===== src/rtl/conv_row_feeder.sv =====
// rtl/conv_row_feeder.sv - three-row padded window feeder for the conv_top row interface
module conv_row_feeder #(
    parameter int DATA_WIDTH = 8,
    parameter int D          = 4,
    parameter int H          = 12,
    parameter int W          = 12
) (
    input  logic                            clk,
    input  logic                            rstn_i,
    input  logic [D*W*DATA_WIDTH-1:0]       row_i,
    input  logic                            row_valid_i,
    output logic                            row_ready_o,
    output logic [D*(W+2)*DATA_WIDTH-1:0]   image0_o,
    output logic [D*(W+2)*DATA_WIDTH-1:0]   image1_o,
    output logic [D*(W+2)*DATA_WIDTH-1:0]   image2_o,
    output logic                            image_start_o,
    input  logic                            conv_done_i,
    output logic [$clog2(H)-1:0]            win_idx_o,
    output logic                            frame_done_o
);

    localparam int PAD_W = D * (W + 2) * DATA_WIDTH;
    localparam int WIN_W = $clog2(H);
    localparam int CNT_W = $clog2(H + 1);

    typedef enum logic [1:0] {
        ST_FILL,
        ST_ISSUE,
        ST_WAIT
    } state_t;

    state_t             state;
    state_t             state_next;

    logic [PAD_W-1:0]   top;
    logic [PAD_W-1:0]   mid;
    logic [PAD_W-1:0]   bot;
    logic [PAD_W-1:0]   padded_row;
    logic [CNT_W-1:0]   rows_in;
    logic [WIN_W-1:0]   win;
    logic               frame_done;

    logic               ready_c;
    logic               start_c;
    logic               shift_en;
    logic               shift_zero;
    logic               inc_rows;
    logic               inc_win;
    logic               clear_all;
    logic               frame_done_set;

    // Insert one zero column on each side of every depth slice.
    always_comb begin
        padded_row = '0;
        for (int d = 0; d < D; d++) begin
            for (int w = 0; w < W; w++) begin
                padded_row[(d*(W+2) + w + 1)*DATA_WIDTH +: DATA_WIDTH] =
                    row_i[(d*W + w)*DATA_WIDTH +: DATA_WIDTH];
            end
        end
    end

    // State register.
    always_ff @(posedge clk or posedge rstn_i) begin
        if (rstn_i) begin
            state <= ST_FILL;
        end else begin
            state <= state_next;
        end
    end

    // Next-state decode and datapath control strobes.
    always_comb begin
        state_next     = state;
        ready_c        = 1'b0;
        start_c        = 1'b0;
        shift_en       = 1'b0;
        shift_zero     = 1'b0;
        inc_rows       = 1'b0;
        inc_win        = 1'b0;
        clear_all      = 1'b0;
        frame_done_set = 1'b0;
        case (state)
            ST_FILL: begin
                ready_c = 1'b1;
                if (row_valid_i) begin
                    shift_en = 1'b1;
                    inc_rows = 1'b1;
                    if ((rows_in + CNT_W'(1)) == (CNT_W'(win) + CNT_W'(2))) begin
                        state_next = ST_ISSUE;
                    end
                end
            end
            ST_ISSUE: begin
                start_c    = 1'b1;
                state_next = ST_WAIT;
            end
            ST_WAIT: begin
                if (conv_done_i) begin
                    if (win == WIN_W'(H - 1)) begin
                        clear_all      = 1'b1;
                        frame_done_set = 1'b1;
                        state_next     = ST_FILL;
                    end else if (rows_in < CNT_W'(H)) begin
                        inc_win    = 1'b1;
                        state_next = ST_FILL;
                    end else begin
                        // Bottom padding row: the window advances without an accept.
                        inc_win    = 1'b1;
                        shift_en   = 1'b1;
                        shift_zero = 1'b1;
                        state_next = ST_ISSUE;
                    end
                end
            end
            default: begin
                state_next = ST_FILL;
            end
        endcase
    end

    // Row window, counters and the registered frame-done pulse.
    always_ff @(posedge clk or posedge rstn_i) begin
        if (rstn_i) begin
            top        <= '0;
            mid        <= '0;
            bot        <= '0;
            rows_in    <= '0;
            win        <= '0;
            frame_done <= 1'b0;
        end else begin
            frame_done <= frame_done_set;
            if (clear_all) begin
                top     <= '0;
                mid     <= '0;
                bot     <= '0;
                rows_in <= '0;
                win     <= '0;
            end else begin
                if (shift_en) begin
                    top <= mid;
                    mid <= bot;
                    bot <= shift_zero ? '0 : padded_row;
                end
                if (inc_rows) begin
                    rows_in <= rows_in + CNT_W'(1);
                end
                if (inc_win) begin
                    win <= win + WIN_W'(1);
                end
            end
        end
    end

    // Ready is held low while reset is asserted even though the state is already FILL.
    assign row_ready_o   = ready_c & ~rstn_i;
    assign image_start_o = start_c;
    assign image0_o      = top;
    assign image1_o      = mid;
    assign image2_o      = bot;
    assign win_idx_o     = win;
    assign frame_done_o  = frame_done;

endmodule


===== config.mk =====
export PLATFORM = sky130hd
export DESIGN_NAME = conv_row_feeder
export DESIGN_NICKNAME = d
export VERILOG_FILES = /design/src/rtl/conv_row_feeder.sv
export SDC_FILE = /design/constraint.sdc
export NUM_CORES = 2
export LEC_CHECK = 0
export CAP_MARGIN = 10
export CORE_AREA = 2 2 682 684
export CTS_CLUSTER_SIZE = 14
export DETAILED_ROUTE_END_ITERATION = 12
export DIE_AREA = 0 0 684 686
export SLEW_MARGIN = 0
export SYNTH_ARGS = -nofsm -noshare
export SYNTH_HDL_FRONTEND = slang
export SYNTH_SLANG_ARGS = --single-unit

===== constraint.sdc =====
create_clock -name clk -period 43.8 [get_ports clk]
set_input_delay 4.38 -clock clk [delete_from_list [all_inputs] [get_ports clk]]
set_output_delay 4.38 -clock clk [all_outputs]
set_load 0.02 [all_outputs]

==> flow_metrics.env <==
export IMPL_core_region_area_um2=462000
export IMPL_synth_top_area_cell="dfrtp_1"
export IMPL_avgRoutedWirePerCell_um=24.9
export IMPL_slew_viol_final=0
export IMPL_post_cts_buffers=0
export IMPL_die_width_um=684
export IMPL_pwr_share_comb_pct=46.9
export IMPL_vdd_drop_max_uv=42.6
export IMPL_synth_edf_count=0
export IMPL_drtIter0Drc=3859
export IMPL_avgSynthCellArea_um2=9.01
export IMPL_synth_most_common_cell="nand2_1"
export IMPL_clkPwrFrac_pct=19.5
export IMPL_period_minus_slack_ns=10.13
export IMPL_finalWirelength_um=324000
export IMPL_path_max_fanout=89
export IMPL_synthTopCellsByArea="dfrtp_1 62%, nand2_1 18%, a21oi_1 12%, buf_4 4.1%, buf_2 2.3%"
export IMPL_grt_util_all_layers_pct=13.2
export IMPL_ys_seq_area_share_pct=61.5
export IMPL_p_sw_share_pct=46.8
export IMPL_drv_cap=0
export IMPL_seqPwrFrac_pct=33.6
export IMPL_timing_final_ws_setup_ns=33.67
export IMPL_cts_buffer_depth=4
export IMPL_crit_path_cell_trace="clkdlybuf4s50_1, nand2b_1, a21oi_4, buf_4, buf_4, buf_4, buf_4, buf_4, buf_4, nand2_1, a21oi_1"
export IMPL_grt_pass1_wl_um=418000
export IMPL_crit_family="buffers and inverters"
export IMPL_relSlewSlack_pct=8.88
export IMPL_crit_path_max_incr_delay_ns=0.84
export IMPL_fin_nets=7028
export IMPL_postRouteAntennaNets=0
export IMPL_gp_congestion=0.896
export IMPL_final_hold_viol_count=0
export IMPL_multi_input_area_um2=15500
export IMPL_cp_end_kind="flip-flop"
export IMPL_status="finished clean"
export IMPL_cts_buffers=151
export IMPL_area_delta_synth_final_pct=55.3
export IMPL_grt_max_degree=162
export IMPL_die_area_um2=469000
export IMPL_dpl_worst_slack_ns=32.77
export IMPL_htree_levels=4
export IMPL_worstPathRequired_ns=44.51
export IMPL_synth_flop_cell="dfrtp_1"
export IMPL_clock_sinks=1163
export IMPL_period_share_pct=23.1
export IMPL_crit_slowest_cell="buf_4"
export IMPL_stdcell_count=13000
export IMPL_antenna_found_initial=184
export IMPL_io_pins=1739
export IMPL_insertion_delay_ns=0.87
export IMPL_worst_ep_arrival_time_ns=10.83
export IMPL_leakagePower_nw=29.9
export IMPL_placedCellCount=12700
export IMPL_setup_worst_path_class="in2reg"
export IMPL_rsz0062_at_grt="no"
export IMPL_nFillCells=52200
export IMPL_firstDrtPassIters=5
export IMPL_start_util_pct=10.2
export IMPL_yosys_area_top_type_share_pct=61.5
export IMPL_root_buffer="clkbuf_16"
export IMPL_rows=250
export IMPL_drc_errors=0
export IMPL_synth_cell_type_count=31
export IMPL_hold_path_class="reg2reg"
export IMPL_fmax_mhz=98.8
export IMPL_die_y_um=686
export IMPL_setup_viol=0
export IMPL_post_cts_resized=0
export IMPL_start_kind="input pin"
export IMPL_syn_cell_area_um2=47300
export IMPL_via_count=43400
export IMPL_power_density_nw_per_um2=88.7
export IMPL_worst_path_most_repeated_cell="buf_4"
export IMPL_skew_ns=0.0651
export IMPL_path_buf_inv=7
export IMPL_seqCellArea_um2=29100
export IMPL_p_switching_mw=3.05
export IMPL_synthTopCellsByCount="2316 x nand2_1, 1163 x dfrtp_1, 1155 x a21oi_1, 256 x buf_4, 214 x buf_2"
export IMPL_ys_warnings_count=0
export IMPL_cts_tree="yes"
export IMPL_synthCells=5254
export IMPL_p_int_mw=3.47
export IMPL_ys_ff_latch=1163
export IMPL_fin_tns_setup_ns=0
export IMPL_grt_overflow_total=0
export IMPL_grt_pass1_vias=41700
export IMPL_vias_per_cell=3.35
export IMPL_hold_buffers=0
export IMPL_cts_clk_slew_worst_paths_ns=0.06
export IMPL_drive_gt1_share_pct=4.77
export IMPL_async_reset_ff_share_pct=100
export IMPL_tightest_slew_ns=1.36
export IMPL_io_buffers=1546
export IMPL_place_hpwl_um=266000
export IMPL_final_util_pct=15.9
==> registers in the layout, indices dropped and copies added, names as in the netlist <==
| signal | cells |
|---|---|
| frame_done_o | 1 |
| state | 2 |
| rows_in | 4 |
| win_idx_o | 4 |
| image1_o | 384 |
| image0_o | 384 |
| image2_o | 384 |
==> path summary, 6_finish.rpt <==
kind	startpoint	to	slack, ns	cells past startpoint
max	row_valid_i	image0_o[302]$_DFFE_PP0P_	33.67	11
min	image1_o[398]$_DFFE_PP0P_	image0_o[398]$_DFFE_PP0P_	0.50	2
max reg2reg	state[1]$_DFFE_PP0P_	image0_o[302]$_DFFE_PP0P_	36.75	10
min reg2reg	image1_o[398]$_DFFE_PP0P_	image0_o[398]$_DFFE_PP0P_	0.50	2
max in group asynchronous	rstn_i	image2_o[439]$_DFFE_PP0P_	33.97	9
min in group asynchronous	rstn_i	image2_o[305]$_DFFE_PP0P_	4.05	2
==> cell usage in the layout (no fill, tap or decap), drive strengths merged <==
master | Yosys | routed
a221oi | 1 | 1
and3b | 1 | 1
nor3b | 1 | 1
nor2 | 6 | 6
nand2 | 2316 | 2316
buf | 479 | 87
ha | 3 | 3
clkbuf | 99 | 219
nand2b | 1 | 1
clkdlybuf4s50 | 0 | 1530
or3 | 1 | 1
a21oi | 1156 | 1156
nor2b | 1 | 1
o21ai | 2 | 2
bufinv | 0 | 6
clkinv | 0 | 19
nand3b | 1 | 1
nand3 | 3 | 3
or2 | 1 | 1
clkinvlp | 0 | 6
a21o | 3 | 3
xor2 | 3 | 3
inv | 1 | 14
xnor2 | 5 | 5
dfrtp | 1163 | 1163
xnor3 | 1 | 1
diode | 0 | 65
conb | 1 | 192
nand4 | 2 | 2
nor3 | 3 | 3
==> final cells by class <==
cell class	instances	area share, %
diodes	65	0.221
inverters	1	0.0153
clock buffers	219	5.91
well taps	6174	10.5
multi-input cells	3703	21.1
clock inverters	44	0.807
flip-flops and latches	1163	39.6
repair buffers	1617	21.8
==> stage by stage <==
| step | area [um2] | total power [mW] | hold WS, ns |
|---|---|---|---|
| 2_1_floorplan | 48000 | 3.41 | 0.523 |
| 3_3_place_gp | 68400 | 5.30 | 0.508 |
| 3_5_place_dp | 68400 | 5.32 | 0.514 |
| 4_1_cts | 73300 | 6.63 | 0.514 |
| 5_1_grt | 73400 | 6.87 | 0.519 |
| 6_report | 73500 | 6.52 | 0.499 |
==> metal layers <==
layer,vias to the layer above,GRT usage [%],part of all wire [%]
li1,19300,-,-
met1,21500,15.9,40
met2,1937,20.2,44
met3,565,7.04,13
met4,122,3.98,3.5
met5,-,0,0.26
==> kinds of logic (layout without fill, tap and decap cells) <==
family / count (synthesis) / in the layout / synth area share (%)
buffers and inverters: 579 / 1881 / 7.26
adders and majority gates: 3 / 3 / 0.0793
AOI/OAI and AO/OA: 1162 / 1162 / 12.3
xor gates and xnor gates: 9 / 9 / 0.196
other: 1 / 257 / 0.00793
DFF: 1163 / 1163 / 61.5
and+or+nand+nor: 2337 / 2337 / 18.6
==> tightest hold or removal path: cells and delay by family (launching register included) <==
family             cells  cell delay [ns]
AOI/OAI and AO/OA      1             0.05
DFF                    1             0.39
and+or+nand+nor        1             0.07
==> power by group through the flow <==
stage	Clock [mW]	Combinational (mW)	Sequential [mW]
detailed placement	0	3.10	2.22
CTS	1.31	3.11	2.21
global route	1.35	3.27	2.25
finish	1.27	3.06	2.19
global placement	0	3.07	2.22
floorplan	0	0.955	2.45
No activity file was read; power rests on OpenSTA's default activity.
